### src/rtl/nand_rosc_pkg.sv
// Shared widths, state encoding and small helpers for the NAND ring-oscillator
// measurement sequencer.
package nand_rosc_pkg;

    localparam int COUNT_W = 32;
    localparam int SUM_W   = 36;
    localparam int REPS_W  = 4;
    localparam int STATE_W = 4;

    typedef logic [STATE_W-1:0] state_t;

    localparam state_t ST_IDLE    = 4'd0;
    localparam state_t ST_CLEAR   = 4'd1;
    localparam state_t ST_START   = 4'd2;
    localparam state_t ST_RUN     = 4'd3;
    localparam state_t ST_STOP    = 4'd4;
    localparam state_t ST_SETTLE  = 4'd5;
    localparam state_t ST_CAPTURE = 4'd6;
    localparam state_t ST_ACCUM   = 4'd7;
    localparam state_t ST_DONE    = 4'd8;

    // A request for zero measurements still runs one.
    function automatic logic [REPS_W-1:0] reps_norm(input logic [REPS_W-1:0] reps);
        return (reps == '0) ? REPS_W'(1) : reps;
    endfunction

endpackage

### src/rtl/nand_rosc_meas_ctrl_if.sv
// Host-side command/result bundle of the measurement sequencer.
interface nand_rosc_meas_ctrl_if #(parameter int WIN_W = 24);
    import nand_rosc_pkg::*;

    // Handshake: a transfer happens on a clk edge where valid && ready; the
    // initiator holds valid and payload stable until that edge.
    logic                 cmd_valid;
    logic                 cmd_ready;
    logic [WIN_W-1:0]     cmd_window;
    logic [REPS_W-1:0]    cmd_reps;
    logic                 res_valid;
    logic                 res_ready;
    logic [SUM_W-1:0]     res_sum;
    logic [COUNT_W-1:0]   res_last;
    logic                 res_err;

    modport master (
        output cmd_valid, cmd_window, cmd_reps, res_ready,
        input  cmd_ready, res_valid, res_sum, res_last, res_err
    );

    modport slave (
        input  cmd_valid, cmd_window, cmd_reps, res_ready,
        output cmd_ready, res_valid, res_sum, res_last, res_err
    );

endinterface

### src/rtl/nand_rosc_meas_ctrl_count_sync.sv
// Brings the ring-oscillator timer count into the clk domain and decides when
// the sampled value is trustworthy (three identical samples) or has timed out.
module rosc_count_sync #(
    parameter int CAP_MAX = 64
) (
    input  logic        clk,
    input  logic        rst,
    input  logic        en,
    input  logic [31:0] d,
    output logic [31:0] q,
    output logic        stable,
    output logic        timeout
);

    localparam int TW = $clog2(CAP_MAX + 1);

    logic [31:0]   s1_q;
    logic [31:0]   s2_q;
    logic [31:0]   prev_q;
    logic          seen_eq_q;
    logic [TW-1:0] tcnt_q;

    // The synchronizer and history run continuously so the first capture
    // cycle already has a valid previous sample to compare against.
    always_ff @(posedge clk) begin
        if (rst) begin
            s1_q      <= '0;
            s2_q      <= '0;
            prev_q    <= '0;
            seen_eq_q <= 1'b0;
            tcnt_q    <= '0;
        end else begin
            s1_q   <= d;
            s2_q   <= s1_q;
            prev_q <= s2_q;
            if (!en) begin
                seen_eq_q <= 1'b0;
                tcnt_q    <= '0;
            end else begin
                seen_eq_q <= (s2_q == prev_q);
                tcnt_q    <= tcnt_q + 1'b1;
            end
        end
    end

    assign q       = s2_q;
    assign stable  = en && seen_eq_q && (s2_q == prev_q);
    assign timeout = en && !stable && (tcnt_q == TW'(CAP_MAX - 1));

endmodule

### src/rtl/nand_rosc_meas_ctrl.sv
// Measurement sequencer: clear/start/run/stop the rosc timer, capture its count
// across the clock boundary, repeat N times and return the sum to the host.
module nand_rosc_meas_ctrl
    import nand_rosc_pkg::*;
#(
    parameter int HOLD_CYC   = 4,
    parameter int SETTLE_CYC = 8,
    parameter int CAP_MAX    = 64,
    parameter int WIN_W      = 24
) (
    input  logic                 clk,
    input  logic                 rst,
    nand_rosc_meas_ctrl_if.slave host,
    output logic                 tmr_clear,
    output logic                 tmr_start,
    output logic                 tmr_stop,
    input  logic [COUNT_W-1:0]   tmr_count,
    output logic                 busy,
    output state_t               dbg_state
);

    localparam logic [WIN_W-1:0] HOLD_LAST   = WIN_W'(HOLD_CYC - 1);
    localparam logic [WIN_W-1:0] SETTLE_LAST = WIN_W'(SETTLE_CYC - 1);

    state_t              state_q,  state_d;
    logic [WIN_W-1:0]    cnt_q,    cnt_d;
    logic [WIN_W-1:0]    window_q, window_d;
    logic [REPS_W-1:0]   reps_q,   reps_d;
    logic [SUM_W-1:0]    sum_q,    sum_d;
    logic [COUNT_W-1:0]  last_q,   last_d;
    logic [COUNT_W-1:0]  sample_q, sample_d;
    logic                err_q,    err_d;
    logic                clear_q, start_q, stop_q, cmd_ready_q, res_valid_q, busy_q;

    logic                cap_en;
    logic [COUNT_W-1:0]  sync_q;
    logic                sync_stable;
    logic                sync_timeout;

    assign cap_en = (state_q == ST_CAPTURE);

    rosc_count_sync #(.CAP_MAX(CAP_MAX)) u_sync (
        .clk     (clk),
        .rst     (rst),
        .en      (cap_en),
        .d       (tmr_count),
        .q       (sync_q),
        .stable  (sync_stable),
        .timeout (sync_timeout)
    );

    always_comb begin
        state_d  = state_q;
        cnt_d    = cnt_q + 1'b1;
        window_d = window_q;
        reps_d   = reps_q;
        sum_d    = sum_q;
        last_d   = last_q;
        sample_d = sample_q;
        err_d    = err_q;
        case (state_q)
            ST_IDLE: begin
                cnt_d = '0;
                if (host.cmd_valid) begin
                    window_d = host.cmd_window;
                    reps_d   = reps_norm(host.cmd_reps);
                    sum_d    = '0;
                    err_d    = 1'b0;
                    state_d  = ST_CLEAR;
                end
            end
            ST_CLEAR: if (cnt_q == HOLD_LAST) begin
                cnt_d   = '0;
                state_d = ST_START;
            end
            ST_START: if (cnt_q == HOLD_LAST) begin
                cnt_d   = '0;
                state_d = (window_q == '0) ? ST_STOP : ST_RUN;
            end
            ST_RUN: if (cnt_q == window_q - 1'b1) begin
                cnt_d   = '0;
                state_d = ST_STOP;
            end
            ST_STOP: if (cnt_q == HOLD_LAST) begin
                cnt_d   = '0;
                state_d = ST_SETTLE;
            end
            ST_SETTLE: if (cnt_q == SETTLE_LAST) begin
                cnt_d   = '0;
                state_d = ST_CAPTURE;
            end
            ST_CAPTURE: begin
                cnt_d = '0;
                if (sync_stable || sync_timeout) begin
                    sample_d = sync_q;
                    err_d    = err_q | sync_timeout;
                    state_d  = ST_ACCUM;
                end
            end
            ST_ACCUM: begin
                cnt_d   = '0;
                sum_d   = sum_q + SUM_W'(sample_q);
                last_d  = sample_q;
                reps_d  = reps_q - 1'b1;
                state_d = (reps_q == REPS_W'(1)) ? ST_DONE : ST_CLEAR;
            end
            ST_DONE: begin
                cnt_d = '0;
                if (host.res_ready) state_d = ST_IDLE;
            end
            default: begin
                cnt_d   = '0;
                state_d = ST_IDLE;
            end
        endcase
    end

    // Control outputs are registered copies of the next state, so they line up
    // with state_q and can never glitch or overlap.
    always_ff @(posedge clk) begin
        if (rst) begin
            state_q     <= ST_IDLE;
            cnt_q       <= '0;
            window_q    <= '0;
            reps_q      <= '0;
            sum_q       <= '0;
            last_q      <= '0;
            sample_q    <= '0;
            err_q       <= 1'b0;
            clear_q     <= 1'b0;
            start_q     <= 1'b0;
            stop_q      <= 1'b0;
            cmd_ready_q <= 1'b1;
            res_valid_q <= 1'b0;
            busy_q      <= 1'b0;
        end else begin
            state_q     <= state_d;
            cnt_q       <= cnt_d;
            window_q    <= window_d;
            reps_q      <= reps_d;
            sum_q       <= sum_d;
            last_q      <= last_d;
            sample_q    <= sample_d;
            err_q       <= err_d;
            clear_q     <= (state_d == ST_CLEAR);
            start_q     <= (state_d == ST_START);
            stop_q      <= (state_d == ST_STOP);
            cmd_ready_q <= (state_d == ST_IDLE);
            res_valid_q <= (state_d == ST_DONE);
            busy_q      <= (state_d != ST_IDLE);
        end
    end

    assign tmr_clear      = clear_q;
    assign tmr_start      = start_q;
    assign tmr_stop       = stop_q;
    assign busy           = busy_q;
    assign dbg_state      = state_q;
    assign host.cmd_ready = cmd_ready_q;
    assign host.res_valid = res_valid_q;
    assign host.res_sum   = sum_q;
    assign host.res_last  = last_q;
    assign host.res_err   = err_q;

endmodule

### src/flat_wrapper.sv
// flat-port wrapper written by rule: the top's interface ports become plain ports
module nand_rosc_meas_ctrl_flat import nand_rosc_pkg::*;
#(
    parameter int HOLD_CYC   = 4,
    parameter int SETTLE_CYC = 8,
    parameter int CAP_MAX    = 64,
    parameter int WIN_W      = 24
)
  (clk, rst, tmr_clear, tmr_start, tmr_stop, tmr_count, busy, dbg_state, host_cmd_valid, host_cmd_window, host_cmd_reps, host_res_ready, host_cmd_ready, host_res_valid, host_res_sum, host_res_last, host_res_err);
  nand_rosc_meas_ctrl_if #(.WIN_W(WIN_W)) host_i ();
  input  logic clk;
  input  logic rst;
  output logic tmr_clear;
  output logic tmr_start;
  output logic tmr_stop;
  input  logic [COUNT_W-1:0] tmr_count;
  output logic busy;
  output state_t dbg_state;
  input wire logic [$bits(host_i.cmd_valid)-1:0] host_cmd_valid;
  input wire logic [$bits(host_i.cmd_window)-1:0] host_cmd_window;
  input wire logic [$bits(host_i.cmd_reps)-1:0] host_cmd_reps;
  input wire logic [$bits(host_i.res_ready)-1:0] host_res_ready;
  output wire logic [$bits(host_i.cmd_ready)-1:0] host_cmd_ready;
  output wire logic [$bits(host_i.res_valid)-1:0] host_res_valid;
  output wire logic [$bits(host_i.res_sum)-1:0] host_res_sum;
  output wire logic [$bits(host_i.res_last)-1:0] host_res_last;
  output wire logic [$bits(host_i.res_err)-1:0] host_res_err;
  assign host_i.cmd_valid = host_cmd_valid;
  assign host_i.cmd_window = host_cmd_window;
  assign host_i.cmd_reps = host_cmd_reps;
  assign host_i.res_ready = host_res_ready;
  assign host_cmd_ready = host_i.cmd_ready;
  assign host_res_valid = host_i.res_valid;
  assign host_res_sum = host_i.res_sum;
  assign host_res_last = host_i.res_last;
  assign host_res_err = host_i.res_err;
  nand_rosc_meas_ctrl #(.HOLD_CYC(HOLD_CYC), .SETTLE_CYC(SETTLE_CYC), .CAP_MAX(CAP_MAX), .WIN_W(WIN_W)) u_core (.clk(clk), .rst(rst), .host(host_i), .tmr_clear(tmr_clear), .tmr_start(tmr_start), .tmr_stop(tmr_stop), .tmr_count(tmr_count), .busy(busy), .dbg_state(dbg_state));
endmodule
### config.mk
export PLATFORM = sky130hd
export DESIGN_NAME = nand_rosc_meas_ctrl_flat
export DESIGN_NICKNAME = d
export VERILOG_FILES = /design/src/rtl/nand_rosc_pkg.sv /design/src/rtl/nand_rosc_meas_ctrl_if.sv /design/src/rtl/nand_rosc_meas_ctrl_count_sync.sv /design/src/rtl/nand_rosc_meas_ctrl.sv /design/src/flat_wrapper.sv
export SDC_FILE = /design/constraint.sdc
export NUM_CORES = 1
export LEC_CHECK = 0
export ABC_AREA = 1
export CAP_MARGIN = 20
export CORE_ASPECT_RATIO = 1.1
export CORE_MARGIN = 2
export CORE_UTILIZATION = 50
export DETAILED_ROUTE_END_ITERATION = 8
export HOLD_SLACK_MARGIN = 0.08
export PLACE_DENSITY = 0.75
export SYNTH_ARGS = -nofsm -noshare
export SYNTH_HDL_FRONTEND = slang
export SYNTH_SLANG_ARGS = --single-unit
### constraint.sdc
create_clock -name clk -period 2.05 [get_ports clk]
set_clock_uncertainty 0.2 [all_clocks]
set_input_delay 0.41 -clock clk [delete_from_list [all_inputs] [get_ports clk]]
set_output_delay 0.41 -clock clk [all_outputs]
set_load 0.02 [all_outputs]
==> results.json <==
{
  "clockBufferDepth": 3,
  "cp_data_required_time_ns": 2.34,
  "dr.pass1.iters": 5,
  "finalNonFillerCells": 2621,
  "violations": "setup timing",
  "drv_cap": 0,
  "place_ws_ns": -0.3305,
  "grt_pass1_vias": 13340,
  "num_vias": 14330,
  "synth_cell_types": 46,
  "r2r-end": "u_core.host.res_sum[20]",
  "worstPathMaxFanout": 3,
  "grt.overflow.total": 0,
  "avgSynthCellArea_um2": 7.009,
  "routed_wl_um": 49030,
  "synth_warnings": 0,
  "htreeDepth": 1,
  "n_antenna_cell": 0,
  "synth_seq_cells": 267,
  "cts.clk_slew.worst_paths_ns": 0.07,
  "cp-start-kind": "register",
  "crit_path_end_kind": "register",
  "cts_tree": "yes",
  "drc": 0,
  "multiInputGateArea_mm2": 0.007841,
  "finalMaxSlewViolations": 0,
  "antenna_found_initial": 0,
  "clkSinkCount": 267,
  "hold_path.startpoint": "tmr_count[3]",
  "die-area_mm2": 0.02684,
  "dpl_cell_area_mm2": 0.01676,
  "cts_made_buffers": 29,
  "critical_path_arrival_ns": 2.70,
  "netlist.area_leader.share_pct": 41.85,
  "p_leak_nw": 9.072,
  "hold_slack_ns": 0.1586,
  "outcome": "complete, but fails checks",
  "core_area_mm2": 0.02519,
  "min_period_over_period_pct": 117.8,
  "setup_viol_count_final": 97,
  "relSlewSlack_pct": 53.43,
  "dp.cells": 2510,
  "yosysSeqAreaShare_pct": 41.85,
  "grt_usage_pct": 30.96,
  "dp_hpwl_um": 29650,
  "layout_common_cells": "293 x buf_4, 287 x nor2_1, 249 x nand2_1, 236 x inv_1, 217 x dfxtp_1",
  "design_area_mm2": 0.01994,
  "wl_per_cell_um": 18.71,
  "setup_ws_ns": -0.3639,
  "r2r_cells": 16,
  "hold_violations": 0,
  "whs_endpoint": "u_core.u_sync.s1_q[3]",
  "synth-main-ff-cell": "dfxtp_1",
  "max_freq_mhz": 414.3,
  "grt_setup_unrepaired": "yes",
  "die_h_um": 171.6,
  "antenna_left": 0,
  "yosys.area.top_type": "dfxtp_1",
  "rows": 61,
  "register_area_mm2": 0.005440,
  "die_w_um": 156.4,
  "finalCriticalPeriod_ns": 2.414,
  "worst-slew-pin-transition_ns": 0.6985,
  "drt_iter0_markers": 1057,
  "async_reset_ff_share_pct": 0,
  "clk_latency_ns": 0.58,
  "routed_via_density": 5.466,
  "syn-num-nets": 1924,
  "final_layout_size_suffix_gt1_share_pct": 33.65,
  "critPathKind": "register to register",
  "synth_edf_count": 0,
  "grt_pass1_wl_um": 66180,
  "syn_to_final_growth_pct": 56.14,
  "rrSetupSlack_ns": -0.36,
  "portBuffers": 142,
  "ir_worst_vdd_v": 0.0006802,
  "grt_start_max_net_pins": 130,
  "layout_commonest_cell": "buf_4",
  "syn_inst": 1822,
  "powerDensity_mw_per_mm2": 614.8,
  "start_util_pct": 50.71,
  "num_io_pins": 143,
  "fillers": 1619,
  "synth_area_mm2": 0.01277,
  "r2r-start": "u_core.host.res_sum[0]",
  "ctsRootBufferMaster": "clkbuf_16",
  "gp_congestion": 0.9503,
  "min_path_type": "primary input to register",
  "nNetsFinal": 2386,
  "whs_path_depth": 3,
  "yosys-top-cells-area": "dfxtp_1 42%, nor2_1 9.6%, nand2_1 8.8%"
}
[cell usage after synthesis (all sizes together) (2+ instances only)]
cell type / instances
xor2: 22
nor3: 16
buf: 12
nor2: 355
nand3: 69
and2: 3
nand3b: 8
a21o: 10
o22ai: 4
ha: 37
or2: 6
nand2: 305
dfxtp: 267
a31oi: 10
o21bai: 6
o21ai: 149
xnor2: 30
nor4: 5
a21oi: 163
clkinv: 2
inv: 253
clkbuf: 43
a22oi: 3
and3: 2
o21a: 4
nand4: 30
o221ai: 2
[sequential cells by signal, summed over array words and instances, names as in the netlist, 4 cells and up]
register,flops
u_core.host.res_sum,36
u_core.host.res_last,32
u_core.sample_q,32
u_core.u_sync.prev_q,32
u_core.u_sync.q,32
u_core.u_sync.s1_q,32
u_core.cnt_q,24
u_core.window_q,24
u_core.u_sync.tcnt_q,7
u_core.dbg_state,4
u_core.reps_q,4
[logic make-up after synthesis]
| group | synth area share (%) |
|---|---|
| compound gates | 14.65 |
| xor+xnor | 3.566 |
| fa+ha+maj | 3.782 |
| buf+inv | 9.484 |
| flops | 41.85 |
| simple gates | 26.67 |
[worst max-delay path by stage]
stage | start | to | slack (ns) | cells past startpoint
2_1_floorplan | u_core.host.res_sum[0] | u_core.host.res_sum[34] | -0.01 | 14
3_3_place_gp | u_core.window_q[1] | u_core.busy | -0.29 | 14
3_5_place_dp | u_core.sample_q[13] | u_core.host.res_sum[35] | -0.33 | 13
4_1_cts | u_core.window_q[1] | u_core.tmr_stop | -0.27 | 14
5_1_grt | u_core.window_q[1] | u_core.tmr_stop | -0.50 | 14
6_report | u_core.host.res_sum[0] | u_core.host.res_sum[20] | -0.36 | 16
[metrics by stage]
stage	power [mW]	util, %	TNS [ns]
detailed placement	6.734	66.56	-15.92
CTS	12.13	74.70	-8.541
global placement	6.712	66.56	-13.67
global route	12.65	79.17	-28.72
floorplan	6.230	-	-0.1453
finish	12.26	79.17	-19.78
[worst max-delay path, stage by stage, from the launching register on]
cell and delay [ns]:
dfxtp_4 0.35, ha_4 0.19, fa_2 0.39, buf_6 0.13, nand3_2 0.07, nand2_2 0.09
nand2_2 0.11, nand2_4 0.07, nand2_4 0.08, nand2_4 0.07, nand2_4 0.07, nand2_4 0.06
nand2_2 0.07, nand2_2 0.06, a21oi_2 0.10, o21ai_1 0.07, a21oi_1 0.14
[cell type report]
type	count	share of cell area, %
Inverter	255	4.875
Multi-Input combinational cell	1245	39.32
Sequential cell	267	27.28
Tap cell	315	1.977
Clock inverter	12	0.8596
Timing Repair Buffer	486	21.57
Clock buffer	41	4.116
[timing repair]
action | in CTS | in global routing
hold buffers | 1 | 0
resized for setup | 331 | 263
hold endpoints to repair | 7 | 0
buffers inserted | 27 | 37
cloned | 4 | 1
pin swaps | 63 | 105
endpoints found under the setup margin | 170 | 134
[per-layer routing]
metal / up-vias / wire [um] / global-route usage (%)
met4: 0 / 4080 / 16.87
met3: 248 / 3042 / 3.653
li1: 6751 / - / -
met1: 6631 / 17710 / 34.85
met5: - / 0 / 0
met2: 696 / 24190 / 56.87
[report_power, final]
group / switching [mW] / internal (mW)
clock network: 2.30 / 3.19
registers: 0.0975 / 5.31
logic: 0.759 / 0.604
No activity file was read; power rests on OpenSTA's default activity.
==> edit, RTL diff (same flow settings) <==
`SETTLE_CYC` is set to 8 in 2 places; all go to 4.
--- a/src/rtl/nand_rosc_meas_ctrl.sv
+++ b/src/rtl/nand_rosc_meas_ctrl.sv
@@ -4,7 +4,7 @@
     import nand_rosc_pkg::*;
 #(
     parameter int HOLD_CYC   = 4,
-    parameter int SETTLE_CYC = 8,
+    parameter int SETTLE_CYC = 4,
     parameter int CAP_MAX    = 64,
     parameter int WIN_W      = 24
 ) (
--- a/src/flat_wrapper.sv
+++ b/src/flat_wrapper.sv
@@ -2,7 +2,7 @@
 module nand_rosc_meas_ctrl_flat import nand_rosc_pkg::*;
 #(
     parameter int HOLD_CYC   = 4,
-    parameter int SETTLE_CYC = 8,
+    parameter int SETTLE_CYC = 4,
     parameter int CAP_MAX    = 64,
     parameter int WIN_W      = 24
 )
Check against the original RTL: no difference found for any inputs over 10 cycles, from zero or initial values and one cycle with rst high; that may be too few to reach the edited logic, so the function may still have changed.
==> edit against the unedited design <==
- sequential cell count unchanged
- final area decreased by 1.4%
- area after synthesis increased by 0.32%
- wire length decreased by 5.2%
- sequential share of layout area increased by 0.23 points
- total power increased by 0.87%
- the flow still finishes with violations (negative setup slack)
- critical path depth decreased by 5
- die area increased by 0.31%
- utilization decreased by 1.4 points
- maximum frequency decreased by 7.0%
- setup slack got worse by 180 ps
==> edit: results (changes against the unedited design) <==
Clock tree
  – Root Driver: clkbuf_16
  – Clk buf depth: 3 (unchanged)
  – Total CTS buffers: 28 (-3.4%)
  – Worst skew pair latency: 570 ps
  – Hold_buf cts: 0 (-1)
  – Htree depth: 1 (unchanged)
  – Clock transition at path regs: 70 ps (about the same)

Setup path
  – Worst flop-to-flop path startpoint: u_core.sample_q[15]
  – Worst R2R Path Depth: 11 (-5)
  – Crit path max fanout: 6 (+3)
  – R2R Path End: u_core.host.res_sum[28]

Synthesis
  – Syn Nets: 1885 (-2.0%)
  – Post-synth top cells: nand2_1 (295), nor2_1 (289), dfxtp_1 (267)
  – Synth top area cells: dfxtp_1 (42%), nand2_1 (8.6%), nor2_1 (8.5%)
  – Yosys cell types: 44 (-4.3%)
  – Asr flop ratio synth: 0% (unchanged)
  – Warnings, synthesis: 0 (unchanged)
  – Register area share after synthesis: 41.7% (-0.13 points)

STA
  – # setup viols final: 96 (-1.0%)
  – Final WS setup: -545 ps (-182 ps)
  – Hold WS: 152 ps (-6.35 ps)
  – Least-Margin Pin Slew: 571 ps (-127 ps)

Hold path
  – Worst hold path class: in -> reg
  – Hold Path Sink: u_core.u_sync.s1_q[2]
  – Hold path depth: 3 (unchanged)
  – Hold Path Origin: tmr_count[2]

Layout
  – Nets: 2296 (-3.8%)
  – Ratio of cells with drive above 1 in the final layout: 32.3% (-1.4 points)
  – Cell area after layout: 0.0197 mm² (-1.4%)
  – Inserted Diodes: 0 (unchanged)
  – Max reg flops: 36 (unchanged)
  – Fill count: 1608 (-0.68%)

Placed design
  – DP HPWL: 26.1 mm (-12%)
  – Final Wtd Congestion: 0.910 (-4.3%)
  – PortBufs: 142 (unchanged)
  – Dpl cell area: 0.0166 mm² (-0.71%)

GRT
  – Global-route usage over all layers: 28.9% (-2.1 points)
  – First-pass GRT wire length: 63.2 mm (-4.5%)
  – Largest net degree at the start of global routing: 101 (-22%)
  – Vias in the first global route: 13458 (+0.86%)
  – Initial antenna violation count: 0 (unchanged)

Drt
  – Drt wl/cell: 18.1 µm (-3.0%)
  – Iteration-0 DRC Markers: 926 (-12%)
  – DR vias/cell: 5.48 (+0.32%)
  – Drt pass-1 iters: 5 (unchanged)

Pwr
  – Lkg Pwr: 0.00894 µW (-1.5%)
  – Worst VDD drop: 0.679 mV (-0.18%)

Outcome
  – Failing checks: negative setup slack
  – Status: finished, violations left

Run
  – Maxcap violations: 0 (unchanged)
-- edit: cell count changes in the layout (fill, tap and decap cells not counted), moves of 7 or more --
cell and delta:
dfxtp_4 -8, nand2_1 +10, nor2_1 -32, nor2_4 +24
buf_4 -44, nand2_2 -15, xnor2_1 +10, nor2_2 -23
dfxtp_1 +10, o21ai_2 -7, inv_1 -14
-- edit: report_power, final --
group / switching [µW] / internal [µW] / total [µW]
clock network: 2240 / 3330 / 5580
registers: 84.3 / 5310 / 5400
logic: 771 / 622 / 1390
-- edit: through the flow --
step / std cells / TNS (ps) / total power (µW) / setup WS, ps
finish: 2560 / -20590 / 12400 / -545
global placement: 2471 / -14190 / 6740 / -318
CTS: 2547 / -11610 / 12200 / -321
global route: 2560 / -28950 / 12700 / -555
floorplan: 1783 / -1390 / 6230 / -99.8
detailed placement: 2471 / -19000 / 6770 / -376
-- edit: worst max-delay path by stage --
stage / from / end
2_1_floorplan: u_core.host.res_sum[0] / u_core.host.res_sum[32]
3_3_place_gp: u_core.window_q[1] / u_core.cnt_q[3]
3_5_place_dp: u_core.window_q[1] / u_core.cnt_q[2]
4_1_cts: u_core.window_q[1] / u_core.cnt_q[9]
5_1_grt: u_core.sample_q[15] / u_core.host.res_sum[28]
6_report: u_core.sample_q[15] / u_core.host.res_sum[28]
-- edit: layer usage --
layer  vias up  wire (µm)  share of wire (%)  global-route usage [%]
met1      6587      16800                 36                    31.7
met2       661      23100                 50                    55.4
li1       6516          -                  -                       -
met5         -          0                  0                       0
met4         0       3420                7.4                    13.4
met3       274       3120                6.7                    3.33
-- edit: cell families after synthesis --
logic type,count (synthesis),share of synthesized area (%)
flops,267,41.7
fa+ha+maj,38,3.77
simple gates,771,27.1
buf+inv,303,9.14
xor+xnor,62,4.24
compound gates,342,14.0
-- edit: final cells by class --
class,instances,share of cell area [%]
clock inverter,13,0.910
tap,346,2.20
clock buffer,37,4.21
inverter,244,4.79
multi-input combinational,1214,40.1
sequential,267,27.5
timing repair buffer,439,20.2
-- edit: worst max-delay path, stage by stage, from the launching register on --
cell	delay, ps
dfxtp_4	360
ha_4	280
a21oi_1	270
o21ai_0	220
a21oi_2	230
buf_4	140
inv_1	40
a21oi_1	220
nand2_2	130
a21oi_2	180
o21ai_1	110
a21oi_1	150
-- edit: what timing repair did --
action / in CTS / in global routing
setup endpoints to repair: 172 / 108
pin swaps: 66 / 90
setup buffers: 25 / 17
gates cloned: 4 / 6
gates resized for setup: 289 / 249
